### src/rtl/acq_fifo_arbiter_pkg.sv
// Shared acquisition definitions: event word width, timer width and
// one-hot arbiter state encoding used by the channel controllers.
package acq_fifo_arbiter_pkg;

    localparam int EVENT_WIDTH = 32;
    localparam int TIMER_WIDTH = 24;

    localparam int ST_IDLE    = 0;
    localparam int ST_PUSH    = 1;
    localparam int ST_READOUT = 2;
    localparam int ST_SPARE   = 3;

    typedef enum logic [3:0] {
        S_IDLE    = 4'b0001,
        S_PUSH    = 4'b0010,
        S_READOUT = 4'b0100
    } state_t;

endpackage

### src/rtl/readout_timer.sv
// Saturating readout timer with clear, enable and terminal-count pulse.
// LIMIT of zero disables the terminal count.
module readout_timer
    import acq_fifo_arbiter_pkg::*;
#(
    parameter logic [TIMER_WIDTH-1:0] LIMIT = 24'd4000000
) (
    input  logic clk,
    input  logic reset_n,
    input  logic clear_i,
    input  logic enable_i,
    output logic tc_o
);

    localparam logic [TIMER_WIDTH-1:0] LAST = LIMIT - 24'd1;
    localparam logic [TIMER_WIDTH-1:0] SAT  = '1;

    logic [TIMER_WIDTH-1:0] count_q, count_d;

    always_comb begin
        count_d = count_q;
        if (clear_i) begin
            count_d = '0;
        end else if (enable_i && count_q != SAT) begin
            count_d = count_q + 24'd1;
        end
    end

    always_ff @(posedge clk or negedge reset_n) begin
        if (!reset_n) begin
            count_q <= '0;
        end else begin
            count_q <= count_d;
        end
    end

    assign tc_o = enable_i && (LIMIT != '0) && (count_q == LAST);

endmodule

### src/rtl/acq_fifo_arbiter.sv
// Round-robin arbiter between the sync and async acquisition controllers
// feeding the event FIFO, with readout_done routing and readout timeout.
module acq_fifo_arbiter
    import acq_fifo_arbiter_pkg::*;
#(
    parameter int DATA_WIDTH = EVENT_WIDTH,
    parameter logic [TIMER_WIDTH-1:0] TIMEOUT = 24'd4000000
) (
    input  logic                  clk,
    input  logic                  reset_n,
    input  logic                  req0_valid,
    input  logic [DATA_WIDTH-1:0] req0_data,
    output logic                  req0_ready,
    input  logic                  req1_valid,
    input  logic [DATA_WIDTH-1:0] req1_data,
    output logic                  req1_ready,
    output logic                  fifo_valid,
    output logic [DATA_WIDTH-1:0] fifo_data,
    input  logic                  fifo_ready,
    input  logic                  readout_done,
    output logic                  readout_done0,
    output logic                  readout_done1,
    output logic                  timeout_err,
    output logic                  owner,
    output logic [3:0]            state
);

    state_t                state_q, state_d;
    logic                  owner_q, owner_d;
    logic [DATA_WIDTH-1:0] data_q, data_d;
    logic                  done0_q, done0_d;
    logic                  done1_q, done1_d;
    logic                  tmo_q, tmo_d;
    logic                  gnt0, gnt1;
    logic                  tmr_clear, tmr_tc;

    // On a tie the requester that did not own the last grant wins
    always_comb begin
        gnt0 = state_q[ST_IDLE] && req0_valid && (!req1_valid || owner_q);
        gnt1 = state_q[ST_IDLE] && req1_valid && (!req0_valid || !owner_q);
    end

    assign req0_ready = reset_n && gnt0;
    assign req1_ready = reset_n && gnt1;
    assign tmr_clear  = state_q[ST_PUSH] && fifo_ready;

    readout_timer #(
        .LIMIT(TIMEOUT)
    ) u_timer (
        .clk     (clk),
        .reset_n (reset_n),
        .clear_i (tmr_clear),
        .enable_i(state_q[ST_READOUT]),
        .tc_o    (tmr_tc)
    );

    always_comb begin
        state_d = state_q;
        owner_d = owner_q;
        data_d  = data_q;
        done0_d = 1'b0;
        done1_d = 1'b0;
        tmo_d   = 1'b0;
        unique case (1'b1)
            state_q[ST_IDLE]: begin
                if (gnt0 || gnt1) begin
                    state_d = S_PUSH;
                    owner_d = gnt1;
                    data_d  = gnt1 ? req1_data : req0_data;
                end
            end
            state_q[ST_PUSH]: begin
                if (fifo_ready) state_d = S_READOUT;
            end
            state_q[ST_READOUT]: begin
                // readout_done takes priority over a coincident timeout
                if (readout_done) begin
                    state_d = S_IDLE;
                    done0_d = !owner_q;
                    done1_d = owner_q;
                end else if (tmr_tc) begin
                    state_d = S_IDLE;
                    tmo_d   = 1'b1;
                end
            end
            default: state_d = S_IDLE;
        endcase
    end

    always_ff @(posedge clk or negedge reset_n) begin
        if (!reset_n) begin
            state_q <= S_IDLE;
            owner_q <= 1'b1;
            data_q  <= '0;
            done0_q <= 1'b0;
            done1_q <= 1'b0;
            tmo_q   <= 1'b0;
        end else begin
            state_q <= state_d;
            owner_q <= owner_d;
            data_q  <= data_d;
            done0_q <= done0_d;
            done1_q <= done1_d;
            tmo_q   <= tmo_d;
        end
    end

    assign fifo_valid    = state_q[ST_PUSH];
    assign fifo_data     = data_q;
    assign readout_done0 = done0_q;
    assign readout_done1 = done1_q;
    assign timeout_err   = tmo_q;
    assign owner         = owner_q;
    assign state         = state_q;

endmodule

### config.mk
export PLATFORM = sky130hd
export DESIGN_NAME = acq_fifo_arbiter
export DESIGN_NICKNAME = d
export VERILOG_FILES = /design/src/rtl/acq_fifo_arbiter_pkg.sv /design/src/rtl/readout_timer.sv /design/src/rtl/acq_fifo_arbiter.sv
export SDC_FILE = /design/constraint.sdc
export NUM_CORES = 1
export LEC_CHECK = 0
export CAP_MARGIN = 15
export CORE_MARGIN = 3
export CORE_UTILIZATION = 49
export DETAILED_ROUTE_END_ITERATION = 16
export MAX_ROUTING_LAYER = met4
export PLACE_DENSITY = 0.86
export SLEW_MARGIN = 10
export SYNTH_ARGS = -nofsm -noshare
export SYNTH_HDL_FRONTEND = slang
export SYNTH_SLANG_ARGS = --single-unit
### constraint.sdc
create_clock -name clk -period 4.3 [get_ports clk]
set_clock_uncertainty 0.15 [all_clocks]
set_input_delay 1.29 -clock clk [delete_from_list [all_inputs] [get_ports clk]]
set_output_delay 1.29 -clock clk [all_outputs]
set_load 0.01 [all_outputs]
Yosys cells after proc, flatten, opt, wreduce, memory -nomap -nowiden
Cells that the tools add are included.

word-level totals
  register bits = 64
  input bits = 70
  output and inout port bits = 43
  word-level logic and storage cells = 47

cells by class
  $add $sub $neg = 1
  reductions and logical operators = 18
  muxes and demuxes = 15
  equal/unequal tests = 5

operators by type and width
  cell                                                                      count
  24-bit two-way mux                                                        2
  32-bit two-way mux                                                        1
  24-bit by 1-bit adder with 24-bit output (second input constant)          1
  24-bit by 22-bit equality test with 1-bit output (second input constant)  1
  24-bit inequality test (second input constant)                            1
  4-bit two-way mux                                                         4
  4-bit case mux with 3 select lines                                        1
  1-bit logical AND                                                         9
  1-bit two-way mux                                                         7
  1-bit zero test                                                           3
  1-bit logical OR                                                          3
  3-bit by 2-bit inequality test with 1-bit output (second input constant)  1
  3-bit AND reduction                                                       1
  2-bit by 1-bit inequality test with 1-bit output (second input constant)  1
  2-bit inequality test (second input constant)                             1
  2-bit AND reduction                                                       1
  2-bit nonzero test                                                        1

Depth between registers and ports, before layout
Gate-level depths: netlist of run 1.

  word-level depth = 6
  depth in mapped cells = 7
  gate-level depth less buffers = 6

Cells and area by module
A second synthesis of run 1 with hierarchy kept.

second synthesis, totals
  cells, all modules = 362
  area total of the unflattened synthesis = 3464.6 um^2

modules (own cells, without submodules)
  module            sequential area each (um^2)  instances  cells each  area each (um^2)
  acq_fifo_arbiter  978.4                        1          212         1999.4
  readout_timer     600.6                        1          150         1465.2

Least setup slack after synthesis of run 1
No wires, ideal clock.

  kind = input-to-output
  from = in req0_valid
  to = out req1_ready
  data required time = 2.860 ns
  stages on the path = 4
  arrival = 1.959 ns
  slack = 0.901 ns
  path buffers = 1
  cells stage by stage = nand2_1 nand3_1 buf_2 nor2_1

between the ends
  longest elaborated chain between the ends = 4

ends and longest elaborated chain
  item                RTL line                text
  start: declaration  acq_fifo_arbiter.sv:11  input logic req0_valid,
  1-bit zero test     acq_fifo_arbiter.sv:40  gnt1 = state_q[ST_IDLE] && req1_valid && (!req0_valid || !owner_q);
  1-bit logical OR    acq_fifo_arbiter.sv:40
  1-bit logical AND   acq_fifo_arbiter.sv:40
  1-bit logical AND   acq_fifo_arbiter.sv:44  assign req1_ready = reset_n && gnt1;
  end: declaration    acq_fifo_arbiter.sv:16  output logic req1_ready,

Every way passes these cells.

Final worst setup path of run 1
  from = in req0_valid
  to = out req0_ready

between the ends
  longest elaborated chain between the ends = 3

ends and longest elaborated chain
  item                            RTL line                text
  1-bit logical AND (2 in a row)  acq_fifo_arbiter.sv:39  gnt0 = state_q[ST_IDLE] && req0_valid && (!req1_valid || owner_q);
  1-bit logical AND               acq_fifo_arbiter.sv:43  assign req0_ready = reset_n && gnt0;
  end: declaration                acq_fifo_arbiter.sv:13  output logic req0_ready,

Every way passes these cells.

==> impl.org, run 1 <==
** Outcome
- The flow ran to the end, and the final reports show no timing, DRC or antenna violations.

** Min path
- Type of the worst min-delay path :: flip-flop to flip-flop

** Pwr
- Worst IR Drop VDD :: 405 uV
- Summed over all cells, the static leakage comes to just over 2 nW.
- Power per Cell Area :: 553 nW/um^2

** Clock tree
- TritonCTS buffer count :: 9
- Root buffer selected by CTS :: sky130_fd_sc_hd__clkbuf_8
- The clock passes through at most 2 buffers.
- TritonCTS built the clock tree.
- Number of hold buffers added after CTS :: 0
- Number of H-tree branching levels :: 3
- CTS clk-pin slew, worst paths :: 0.07 ns
- Post-CTS setup repair buffer count :: 0
- Number of sinks driven by the clock tree :: between 60 and 70
- For the worst-skew pair, the clock arrives at the later sink with an insertion delay of 0.33 ns.
- The number of gates resized after CTS was 0.

** Placed design
- Detailed placement ended at an HPWL of 6180 um.
- Gpl congestion :: 0.868
- Placed cell count :: 492
- Port buffering added 111 buffers.

** Critical path
- Data on the critical path arrives at its endpoint at around 2.7 ns.
- Critical path fanouts, max :: 4
- The worst setup path is launched from an input pin.
- By startpoint and endpoint, the worst setup path is classified as input pin to primary output.
- STA classifies the critical path endpoint as a primary output.
- For the worst setup path, the data required time is 2.86 ns.

** Floorplanning
- Total Die Area :: about 7500 um^2
- Total core area :: 6130 um^2
- From bottom edge to top edge, the die measures 86.9 um.
- For this configuration, the core starts out at a cell density of 52.3%.
- The initialized floorplan defines 28 standard-cell rows.
- In this run the count of I/O pins placed on the die edge is 113.
- The die is 86.9 um wide.

** Cells and area
- Most common library cell in the layout ignoring fill and taps :: sky130_fd_sc_hd__clkdlybuf4s50_1
- Filler cell count in the final layout :: 413
- Proportion of layout cells with a drive suffix above 1 :: 9.93%
- In the final layout, flip-flops and latches occupy 1580 um^2.
- Final non-filler cell total :: between 500 and 600
- In the layout the commonest cells are 110 x sky130_fd_sc_hd__clkdlybuf4s50_1, 61 x sky130_fd_sc_hd__dfrtp_1, 44 x sky130_fd_sc_hd__nand2_1.
- Measured on the finished design, the core utilization comes to roughly 75%.
- Antenna diode count :: 0
- Compared with the post-synthesis result, the final layout area differs by 43.8%.
- The net count of the finished layout is around 500.
- The multi-input combinational cells in the finished layout cover a total of 1520 um^2.

** STA
- Final hold vios :: 0
- Counting I/O delays and the setup requirement, the final critical path takes 4.12 ns.
- Sum Neg Setup Slack :: 0 ns
- Top achievable clock speed :: 0.243 GHz
- Max-slew violation count :: 0
- Worst slew margin relative to its limit :: 39.7%
- At the pin with the least slew margin, the transition time is 0.904 ns.
- Setup-violating endpoint count in the final report :: 0
- Setup repair after global routing left no endpoint under its margin.
- Final clock period utilization by the worst path :: between 90% and 100%
- The tightest hold path in the finished design has a slack of around 0.33 ns.

** Logic synthesis
- Register bit count reported by yosys :: 63
- The synthesized netlist contains 44 unique library cells.
- The number of nets handed over by synthesis was 393.
- Post-Syn Instances :: around 320
- The Yosys step of the flow raised 0 warnings.
- Counting flops with a built-in enable in the synthesized netlist gives 0.
- Netlist area before placement :: around 3200 um^2
- Avg Inst Size Synth :: 9.96 um^2
- Post-synthesis async set-or-reset flop share :: 100%
- Among all flip-flop cells after synthesis, the most frequent one is sky130_fd_sc_hd__dfrtp_1.
- After synthesis, flip-flops and latches occupy 49.3% of the total area.

** Route
- In the routed layout, each cell is associated on average with a via count of roughly 5.6.
- For this run, the detailed router's first-pass iteration total came to 4.
- Residual antenna-violating net count after detailed routing :: 0
- In this run, the number of DRC markers left after iteration 0 of detailed routing was roughly 160.
- After detailed routing, the number of remaining DRC violations is 0.
- The routed layout has 2860 vias.
- Routed wirelength normalized by instance count :: roughly 17 um
- Final routed wirelength across all metal layers :: around 8400 um

** Global route
- Total global routing track utilization :: 24.8%
- The first global-routing pass estimated 14200 um of wire.
- After global routing the overflow that remains totals 0.
- The via count of the first global-routing pass came to approximately 2900.
- Number of antenna violations at the first check in global routing :: 0
- Maximum number of pins on one net before global-route repair :: between 60 and 70

** Run
- Across the run, the number of max-cap violations was 0.
## sequential cells by signal, indices dropped and copies added (netlist names)
register         count
readout_done1        1
u_timer.count_q     24
owner                1
readout_done0        1
state                3
fifo_data           32
timeout_err          1
## final cells by class
class / count / share of cell area [%]
Multi-Input combinational cell: 236 / 33.1
Inverter: 4 / 0.326
Sequential cell: 63 / 34.3
Clock buffer: 9 / 2.69
Clock inverter: 7 / 3.15
Timing Repair Buffer: 114 / 24.5
Tap cell: 75 / 2.04
## power by group
group | total, mW | internal, mW | switching (mW) | leakage [nW]
Combinational | 0.945 | 0.494 | 0.451 | 1.11
Sequential | 0.918 | 0.781 | 0.137 | 0.810
Clock | 0.685 | 0.446 | 0.239 | 0.130
Total | 2.55 | 1.72 | 0.827 | 2.05
## metal layers
| layer | track usage (%) | vias up | part of all wire [%] |
|---|---|---|---|
| li1 | - | 1368 | - |
| met1 | 28.2 | 1356 | 38 |
| met2 | 42.2 | 115 | 52 |
| met3 | 4.07 | 21 | 5.9 |
| met4 | 12.0 | 0 | 3.6 |
| met5 | - | - | 0 |
## synth_stat cells, types with 5 or more instances
library cell               instances  area, um^2
sky130_fd_sc_hd__dfrtp_1          61        1530
sky130_fd_sc_hd__a21oi_1          12        60.1
sky130_fd_sc_hd__o21ai_0          36         180
sky130_fd_sc_hd__nor3_1            5        25.0
sky130_fd_sc_hd__nand4_1           8        50.1
sky130_fd_sc_hd__clkbuf_1         10        37.5
sky130_fd_sc_hd__xnor2_1           9        78.8
sky130_fd_sc_hd__mux2i_1          32         320
sky130_fd_sc_hd__nand3_1          14        70.1
sky130_fd_sc_hd__nor2_1           22        82.6
sky130_fd_sc_hd__nand2_1          44         165
sky130_fd_sc_hd__xor2_1            5        43.8
## final timing paths
path	startpoint	end	slack, ns	cells past startpoint
worst max-delay path	req0_valid	req0_ready	0.18	4
max in group asynchronous	reset_n	u_timer.count_q[18]$_DFFE_PN0P_	2.40	2
min in group asynchronous	reset_n	fifo_data[22]$_DFFE_PN0N_	0.65	1
worst min register to register	fifo_data[8]$_DFFE_PN0N_	fifo_data[8]$_DFFE_PN0N_	0.33	2
worst max register to register	u_timer.count_q[0]$_DFFE_PN0P_	u_timer.count_q[21]$_DFFE_PN0P_	2.00	6
worst min-delay path	fifo_data[8]$_DFFE_PN0N_	fifo_data[8]$_DFFE_PN0N_	0.33	2
## kinds of logic (layout without fill, tap and decap cells)
group | count (synthesis) | in the layout | share of synthesized area, %
muxes | 32 | 32 | 9.99
xor gates and xnor gates | 14 | 14 | 3.83
DFF | 63 | 63 | 49.3
other | 1 | 1 | 0.117
AOI/OAI and AO/OA | 66 | 66 | 12.2
and+or+nand+nor | 122 | 122 | 20.5
buffers and inverters | 23 | 134 | 3.71
adders and majority gates | 1 | 1 | 0.390
## worst max-delay path, cell delays in order
cell	delay (ns)
sky130_fd_sc_hd__clkdlybuf4s50_1	0.58
sky130_fd_sc_hd__nand3_1	0.10
sky130_fd_sc_hd__a21oi_1	0.14
sky130_fd_sc_hd__clkdlybuf4s50_1	0.56
## metrics by stage
step | area [um^2] | power (mW) | setup WS (ns)
6_report | 4610 | 2.55 | 0.185
5_1_grt | 4610 | 2.70 | 0.110
4_1_cts | 4610 | 2.57 | 0.188
3_5_place_dp | 4340 | 1.88 | 0.202
3_3_place_gp | 4340 | 1.84 | 0.211
2_1_floorplan | 3210 | 1.35 | 0.901
No activity file was read; power rests on OpenSTA's default activity.
==> run 2: changes to the inputs <==
Settings changed: CTS_CLUSTER_DIAMETER set to 80, GPL_ROUTABILITY_DRIVEN set to 0.
==> results of run 2 <==
Final layout, timing and power as in run 1 (identical DEF).
